==> config.mk <==
export PLATFORM = sky130hd
export DESIGN_NAME = uart_tx_fifo_flat
export DESIGN_NICKNAME = d
export VERILOG_FILES = /design/src/rtl/uart_pkg.sv /design/src/rtl/uart_tx_fifo_if.sv /design/src/rtl/sync_fifo.sv /design/src/rtl/uart_tx_fifo.sv /design/src/flat_wrapper.sv
export SDC_FILE = /design/constraint.sdc
export NUM_CORES = 1
export LEC_CHECK = 0
export BUFFER_PORTS_ARGS = -buffer_cell sky130_fd_sc_hd__buf_2
export CAP_MARGIN = 10
export CORE_ASPECT_RATIO = 0.8
export CORE_UTILIZATION = 55
export DETAILED_ROUTE_END_ITERATION = 12
export PLACE_DENSITY = 0.8
export SYNTH_ARGS = -nofsm -noshare
export SYNTH_HDL_FRONTEND = slang
export SYNTH_SLANG_ARGS = --single-unit
export TNS_END_PERCENT = 100
==> constraint.sdc <==
create_clock -name clk -period 4.4 [get_ports clk]
set_clock_uncertainty 0.15 [all_clocks]
set_input_delay 0.88 -clock clk [delete_from_list [all_inputs] [get_ports clk]]
set_output_delay 0.88 -clock clk [all_outputs]
set_load 0.1 [all_outputs]
==> src/rtl/uart_pkg.sv <==
`default_nettype none
// ============================================================================
// Module   : uart_pkg
// Purpose  : Shared types and constants for the UART transmit path.
//            Covers parity modes, one-hot FSM encodings and bit-period math.
// Revision : 1.0  initial release
// ============================================================================
package uart_pkg;

    typedef enum logic [1:0] {
        PAR_NONE = 2'd0,
        PAR_ODD  = 2'd1,
        PAR_EVEN = 2'd2
    } parity_e;

    // Four-character ASCII tags used for the PARITY parameter
    localparam logic [31:0] MODE_NONE = "NONE";
    localparam logic [31:0] MODE_ODD  = {8'd0, "ODD"};
    localparam logic [31:0] MODE_EVEN = "EVEN";

    // One-hot transmitter states
    localparam int             ST_W     = 5;
    localparam logic [ST_W-1:0] S_IDLE   = 5'b00001;
    localparam logic [ST_W-1:0] S_START  = 5'b00010;
    localparam logic [ST_W-1:0] S_DATA   = 5'b00100;
    localparam logic [ST_W-1:0] S_PARITY = 5'b01000;
    localparam logic [ST_W-1:0] S_STOP   = 5'b10000;

    // Clocks per bit period, truncated
    function automatic int calc_div(input int clock, input int baud);
        return clock / baud;
    endfunction

    // Decode the ASCII parity tag; anything unrecognised means no parity
    function automatic parity_e parity_mode(input logic [31:0] mode);
        if (mode == MODE_ODD)  return PAR_ODD;
        if (mode == MODE_EVEN) return PAR_EVEN;
        return PAR_NONE;
    endfunction

endpackage
`default_nettype wire

==> src/rtl/uart_tx_fifo_if.sv <==
`default_nettype none
// ============================================================================
// Module   : uart_tx_fifo_if
// Purpose  : Write-side handshake and line/status signals of uart_tx_fifo.
// Revision : 1.0  initial release
// ============================================================================
interface uart_tx_fifo_if #(
    parameter int DATA_BITS  = 8,
    parameter int FIFO_DEPTH = 16
);
    logic [DATA_BITS-1:0]           tx_data;
    logic                           tx_data_vld;
    logic                           ready;
    logic                           tx;
    logic                           busy;
    logic [$clog2(FIFO_DEPTH):0]    fifo_count;
    logic                           overflow;

    modport master (
        output tx_data, tx_data_vld,
        input  ready, tx, busy, fifo_count, overflow
    );

    modport slave (
        input  tx_data, tx_data_vld,
        output ready, tx, busy, fifo_count, overflow
    );
endinterface
`default_nettype wire

==> src/rtl/sync_fifo.sv <==
`default_nettype none
// ============================================================================
// Module   : sync_fifo
// Purpose  : Single-clock show-ahead FIFO; head word visible on dout.
// Revision : 1.0  initial release
// ============================================================================
module sync_fifo #(
    parameter int WIDTH = 8,
    parameter int DEPTH = 16
) (
    input  wire logic                     clk,
    input  wire logic                     rst,
    input  wire logic                     push,
    input  wire logic                     pop,
    input  wire logic [WIDTH-1:0]         din,
    output logic      [WIDTH-1:0]         dout,
    output logic                          full,
    output logic                          empty,
    output logic      [$clog2(DEPTH):0]   count
);
    localparam int AW = $clog2(DEPTH);

    logic [WIDTH-1:0] mem_q [DEPTH];
    logic [AW-1:0]    wr_ptr_q, wr_ptr_d;
    logic [AW-1:0]    rd_ptr_q, rd_ptr_d;
    logic [AW:0]      count_q,  count_d;
    logic             do_push, do_pop;

    assign full    = (count_q == (AW+1)'(DEPTH));
    assign empty   = (count_q == '0);
    assign count   = count_q;
    assign dout    = mem_q[rd_ptr_q];
    assign do_push = push && !full;
    assign do_pop  = pop && !empty;

    // Pointer and occupancy update; pointers wrap naturally at DEPTH
    always_comb begin
        wr_ptr_d = wr_ptr_q + AW'(do_push);
        rd_ptr_d = rd_ptr_q + AW'(do_pop);
        count_d  = count_q + (AW+1)'(do_push) - (AW+1)'(do_pop);
    end

    // Pointer/count registers, cleared asynchronously
    always_ff @(posedge clk or posedge rst) begin
        if (rst) begin
            wr_ptr_q <= '0;
            rd_ptr_q <= '0;
            count_q  <= '0;
        end else begin
            wr_ptr_q <= wr_ptr_d;
            rd_ptr_q <= rd_ptr_d;
            count_q  <= count_d;
        end
    end

    // Storage array; contents are don't-care until written
    always_ff @(posedge clk) begin
        if (do_push) mem_q[wr_ptr_q] <= din;
    end

endmodule
`default_nettype wire

==> src/rtl/uart_tx_fifo.sv <==
`default_nettype none
// ============================================================================
// Module   : uart_tx_fifo
// Purpose  : Buffered UART transmitter, LSB first, optional parity, 1/2 stop.
//            Frames stream back-to-back while the FIFO holds data.
// Revision : 1.0  initial release
// ============================================================================
module uart_tx_fifo
    import uart_pkg::*;
#(
    parameter int          CLOCK      = 50_000_000,
    parameter int          BAUD       = 9600,
    parameter int          DATA_BITS  = 8,
    parameter logic [31:0] PARITY     = "NONE",
    parameter int          STOP_BITS  = 1,
    parameter int          FIFO_DEPTH = 16
) (
    input  wire logic       clk,
    input  wire logic       rst,
    uart_tx_fifo_if.slave   bus
);
    localparam int      DIV   = calc_div(CLOCK, BAUD);
    localparam int      CNT_W = $clog2(DIV);
    localparam parity_e PMODE = parity_mode(PARITY);

    logic [ST_W-1:0]             state_q, state_d;
    logic [CNT_W-1:0]            cnt_q, cnt_d;
    logic [2:0]                  bit_idx_q, bit_idx_d;
    logic [DATA_BITS-1:0]        shift_q, shift_d;
    logic                        tx_q, tx_d;

    logic                        fifo_full, fifo_empty, push, pop;
    logic [DATA_BITS-1:0]        fifo_dout;
    logic [$clog2(FIFO_DEPTH):0] fifo_cnt;
    logic                        bit_end, last_data, last_stop, par_bit;

    // Readiness is judged before any pop this cycle, so a full FIFO drops the write
    assign push      = bus.tx_data_vld && !fifo_full;

    assign bit_end   = (cnt_q == CNT_W'(DIV - 1));
    assign last_data = (bit_idx_q == 3'(DATA_BITS - 1));
    assign last_stop = (bit_idx_q == 3'(STOP_BITS - 1));
    assign par_bit   = (PMODE == PAR_ODD) ? ~^shift_q : ^shift_q;

    assign bus.ready      = !fifo_full;
    assign bus.overflow   = bus.tx_data_vld && fifo_full;
    assign bus.fifo_count = fifo_cnt;
    assign bus.busy       = (state_q != S_IDLE);
    assign bus.tx         = tx_q;

    sync_fifo #(
        .WIDTH (DATA_BITS),
        .DEPTH (FIFO_DEPTH)
    ) u_fifo (
        .clk   (clk),
        .rst   (rst),
        .push  (push),
        .pop   (pop),
        .din   (bus.tx_data),
        .dout  (fifo_dout),
        .full  (fifo_full),
        .empty (fifo_empty),
        .count (fifo_cnt)
    );

    // State register
    always_ff @(posedge clk or posedge rst) begin
        if (rst) state_q <= S_IDLE;
        else     state_q <= state_d;
    end

    // Next-state: advance at each bit end, chain frames while data is queued
    always_comb begin
        state_d = state_q;
        case (state_q)
            S_IDLE:   if (!fifo_empty) state_d = S_START;
            S_START:  if (bit_end) state_d = S_DATA;
            S_DATA:   if (bit_end && last_data)
                          state_d = (PMODE != PAR_NONE) ? S_PARITY : S_STOP;
            S_PARITY: if (bit_end) state_d = S_STOP;
            S_STOP:   if (bit_end && last_stop)
                          state_d = fifo_empty ? S_IDLE : S_START;
            default:  state_d = S_IDLE;
        endcase
    end

    // Datapath: baud/bit counters, word capture on pop, next line level
    always_comb begin
        pop       = 1'b0;
        cnt_d     = cnt_q;
        bit_idx_d = bit_idx_q;
        shift_d   = shift_q;
        tx_d      = 1'b1;

        if (state_d != state_q) begin
            cnt_d     = '0;
            bit_idx_d = '0;
        end else if (state_q != S_IDLE) begin
            if (bit_end) begin
                cnt_d     = '0;
                bit_idx_d = bit_idx_q + 3'd1;
            end else begin
                cnt_d     = cnt_q + CNT_W'(1);
            end
        end

        // Entering START always consumes the FIFO head
        if (state_d == S_START && state_q != S_START) begin
            pop     = 1'b1;
            shift_d = fifo_dout;
        end

        // tx is registered, so it is derived from the state being entered
        case (state_d)
            S_START:  tx_d = 1'b0;
            S_DATA:   tx_d = shift_q[bit_idx_d];
            S_PARITY: tx_d = par_bit;
            default:  tx_d = 1'b1;
        endcase
    end

    // Datapath registers; line idles high
    always_ff @(posedge clk or posedge rst) begin
        if (rst) begin
            cnt_q     <= '0;
            bit_idx_q <= '0;
            shift_q   <= '0;
            tx_q      <= 1'b1;
        end else begin
            cnt_q     <= cnt_d;
            bit_idx_q <= bit_idx_d;
            shift_q   <= shift_d;
            tx_q      <= tx_d;
        end
    end

endmodule
`default_nettype wire

==> src/flat_wrapper.sv <==
// flat-port wrapper written by rule: the top's interface ports become plain ports
module uart_tx_fifo_flat import uart_pkg::*;
#(
    parameter int          CLOCK      = 50_000_000,
    parameter int          BAUD       = 9600,
    parameter int          DATA_BITS  = 8,
    parameter logic [31:0] PARITY     = "    ",
    parameter int          STOP_BITS  = 1,
    parameter int          FIFO_DEPTH = 16
)
  (clk, rst, bus_tx_data, bus_tx_data_vld, bus_ready, bus_tx, bus_busy, bus_fifo_count, bus_overflow);
  uart_tx_fifo_if #(.DATA_BITS(DATA_BITS), .FIFO_DEPTH(FIFO_DEPTH)) bus_i ();
  input  wire logic clk;
  input  wire logic rst;
  input wire logic [$bits(bus_i.tx_data)-1:0] bus_tx_data;
  input wire logic [$bits(bus_i.tx_data_vld)-1:0] bus_tx_data_vld;
  output wire logic [$bits(bus_i.ready)-1:0] bus_ready;
  output wire logic [$bits(bus_i.tx)-1:0] bus_tx;
  output wire logic [$bits(bus_i.busy)-1:0] bus_busy;
  output wire logic [$bits(bus_i.fifo_count)-1:0] bus_fifo_count;
  output wire logic [$bits(bus_i.overflow)-1:0] bus_overflow;
  assign bus_i.tx_data = bus_tx_data;
  assign bus_i.tx_data_vld = bus_tx_data_vld;
  assign bus_ready = bus_i.ready;
  assign bus_tx = bus_i.tx;
  assign bus_busy = bus_i.busy;
  assign bus_fifo_count = bus_i.fifo_count;
  assign bus_overflow = bus_i.overflow;
  uart_tx_fifo #(.CLOCK(CLOCK), .BAUD(BAUD), .DATA_BITS(DATA_BITS), .PARITY(PARITY), .STOP_BITS(STOP_BITS), .FIFO_DEPTH(FIFO_DEPTH)) u_core (.clk(clk), .rst(rst), .bus(bus_i));
endmodule
==> reports/metrics.yaml <==
place:
  placed_area_mm2: 0.007666
  globalplace.congestion: 0.8600
  dp_hpwl_um: 9139
  dp.cells: 638
  portBuffers: 19
die:
  start_util_pct: 56.94
  ioPinCount: 20
  die_area_mm2: 0.01389
  fp-row-count: 37
  die-width_um: 131.5
  die_h_um: 105.6
  core_mm2: 0.01296
drt:
  drc: 0
  routedWlPerCell_um: 21.51
  postRouteAntennaNets: 0
  viasPerCell: 6.167
  drt_iter0_drc: 412
  vias: 4132
  routed_wl_um: 14410
  drt_first_pass_iters: 5
synthesis:
  synthCells: 458
  async_flop_share_pct: 25.15
  synth_area_mm2: 0.007381
  ys_seq_area_share_pct: 66.69
  yosysTopAreaCell: "edfxtp_1"
  synth-edff-count: 128
  postSynthNetCount: 484
  yosys_most_used_dff: "edfxtp_1"
  synth.top_cells.by_area: "edfxtp_1, dfrtp_1, mux4_2, ha_1, nor2_1"
  synth_top_area_share_pct: 52.08
  avgSynthCellArea_um2: 16.12
  synth.ff_latch_count: 171
  ys_types: 54
  yosys_warnings: 0
setup_path:
  arrival_ns: 3.71
  worstSetupPathType: "flip-flop to flip-flop"
  worstPathRequired_ns: 4.60
  startpoint_type: "flip-flop"
  end_kind: "flip-flop"
  rr_worst_depth: 15
  crit_fanout: 20
sta:
  fin_setup_tns_ns: 0
  period_share_pct: 79.74
  finalHoldViolCount: 0
  min_period_ns: 3.508
  fmax_mhz: 285.0
  worst_pin_slew_ns: 1.141
  maxSlewHeadroom_pct: 23.64
  rsz0062_at_grt: "false"
  finalMaxSlewViolations: 0
  setup_viol_count_final: 0
grt:
  grt_pass1_wl_um: 22690
  met1_usage_pct: 30.70
  antenna_found_initial: 0
  grtUsageMet3_pct: 5.580
  grt_use_total_pct: 22.67
  grt_max_degree: 44
  met2_usage_pct: 36.36
  overflow: 0
  busiest_layer: "met2"
  grt_pass1_vias: 4140
layout:
  n_antenna_cell: 0
  fin_nets: 508
  syn_to_final_growth_pct: 11.95
  final_cell_mix: "edfxtp_1, mux4_2, nor2_1, dfrtp_1, buf_2"
  fill_cells: 894
  drive_gt1_share_pct: 24.44
  layout.cells.non_filler: 670
  final_cell_area_mm2: 0.008263
  final_common_cell: "edfxtp_1"
hold_path:
  whs_path_depth: 1
  hp-class: "flip-flop to flip-flop"
clocking:
  clock-sinks: 171
  cts_tree: "done"
  htree_levels: 4
  clkTransAtPathRegs_ns: 0.07
  cts_inserted_buffers: 17
  clk_latency_ns: 0.43
  hold_buffers: 0
  root_buffer: "clkbuf_16"
  clock_path_buffers: 2
  postCtsSetupBuffers: 0
  post_cts_resized: 0
power_and_ir_drop:
  p_leak_nw: 2.972
  power_mw: 4.128
  vdd_drop_max_mv: 0.4192
  power_density_mw_per_mm2: 499.6
run:
  cap_violations: 0
run_status:
  outcome: "finished clean"
[cell type report]
cell class,count,area [um^2],share of cell area [%]
Clock inverter,15,171.4,2.074
Timing Repair Buffer,28,162.7,1.969
Tap cell,175,219.0,2.650
Inverter,18,67.56,0.8177
Sequential cell,171,4925,59.60
Clock buffer,17,425.4,5.148
Multi-Input combinational cell,246,2292,27.74
[worst max-delay path, stage by stage, from the launching register on]
cell	delay [ns]
dfstp_2	0.59
nor3b_1	0.32
and2_1	0.32
inv_1	0.31
o21ai_0	0.16
nand2_1	0.08
buf_4	0.19
inv_1	0.09
ha_1	0.13
inv_1	0.04
ha_1	0.20
fa_1	0.40
a21oi_1	0.16
nor2_1	0.05
nor2_1	0.11
xnor2_1	0.12
[state kept, by name, indices dropped and copies added (netlist names)]
signal                  cells
u_core.bit_idx_q            3
u_core.u_fifo.mem_q       128
u_core.u_fifo.wr_ptr_q      4
u_core.u_fifo.rd_ptr_q      4
u_core.shift_q              8
u_core.bus.tx               1
u_core.state_q              5
u_core.u_fifo.count         5
u_core.cnt_q               13
[metal layers]
metal | up-vias | share of wire (%)
met1 | 2123 | 42
met5 | - | 0
met3 | 16 | 6.2
met2 | 168 | 50
met4 | 0 | 1.2
li1 | 1825 | -
[per-stage QoR]
step | hold slack [ns] | setup WS (ns) | util [%]
5_1_grt | 0.3995 | 0.5924 | 63.75
3_5_place_dp | 0.3767 | 0.9742 | 59.14
4_1_cts | 0.3861 | 0.9506 | 63.75
3_3_place_gp | 0.3623 | 1.036 | 59.14
2_1_floorplan | 0.3039 | 0.1896 | -
6_report | 0.3922 | 0.8915 | 63.75
[worst paths after layout]
check	start	to	slack, ns
setup / recovery	u_core.state_q[0]	u_core.u_fifo.count[4]	0.89
hold / removal	u_core.cnt_q[12]	u_core.cnt_q[12]	0.39
setup reg to reg	u_core.state_q[0]	u_core.u_fifo.count[4]	0.89
hold reg to reg	u_core.cnt_q[12]	u_core.cnt_q[12]	0.39
max in group asynchronous	rst	u_core.u_fifo.rd_ptr_q[0]	3.28
min in group asynchronous	rst	u_core.u_fifo.rd_ptr_q[1]	0.43
[Yosys cell counts, drive strengths merged (3+ instances only)]
cell      n
nand2b    4
nand2    15
and3      9
nand3b    4
ha       14
nor2     40
nor3      6
a211oi    3
a21oi    14
buf       7
xnor2    11
a22oi     3
mux2      9
edfxtp  128
nor3b     7
nand3    10
xor2      6
o21ai    15
inv      18
dfrtp    41
mux4     40
o211ai    4
clkbuf   16
[power breakdown]
part,total [mW],internal (mW),leakage (nW),switching (mW)
Combinational,0.644,0.183,1.01,0.461
Clock,1.49,0.813,0.290,0.673
Sequential,2.00,1.91,1.67,0.0868
[cells by family after synthesis]
group / after synthesis / share of synthesized area, %
compound gates: 55 / 4.882
flops: 171 / 66.69
fa+ha+maj: 15 / 2.645
mux: 50 / 13.71
xor+xnor: 17 / 2.017
simple gates: 109 / 7.764
buf+inv: 41 / 2.288
(Power assumes the default switching activity.)
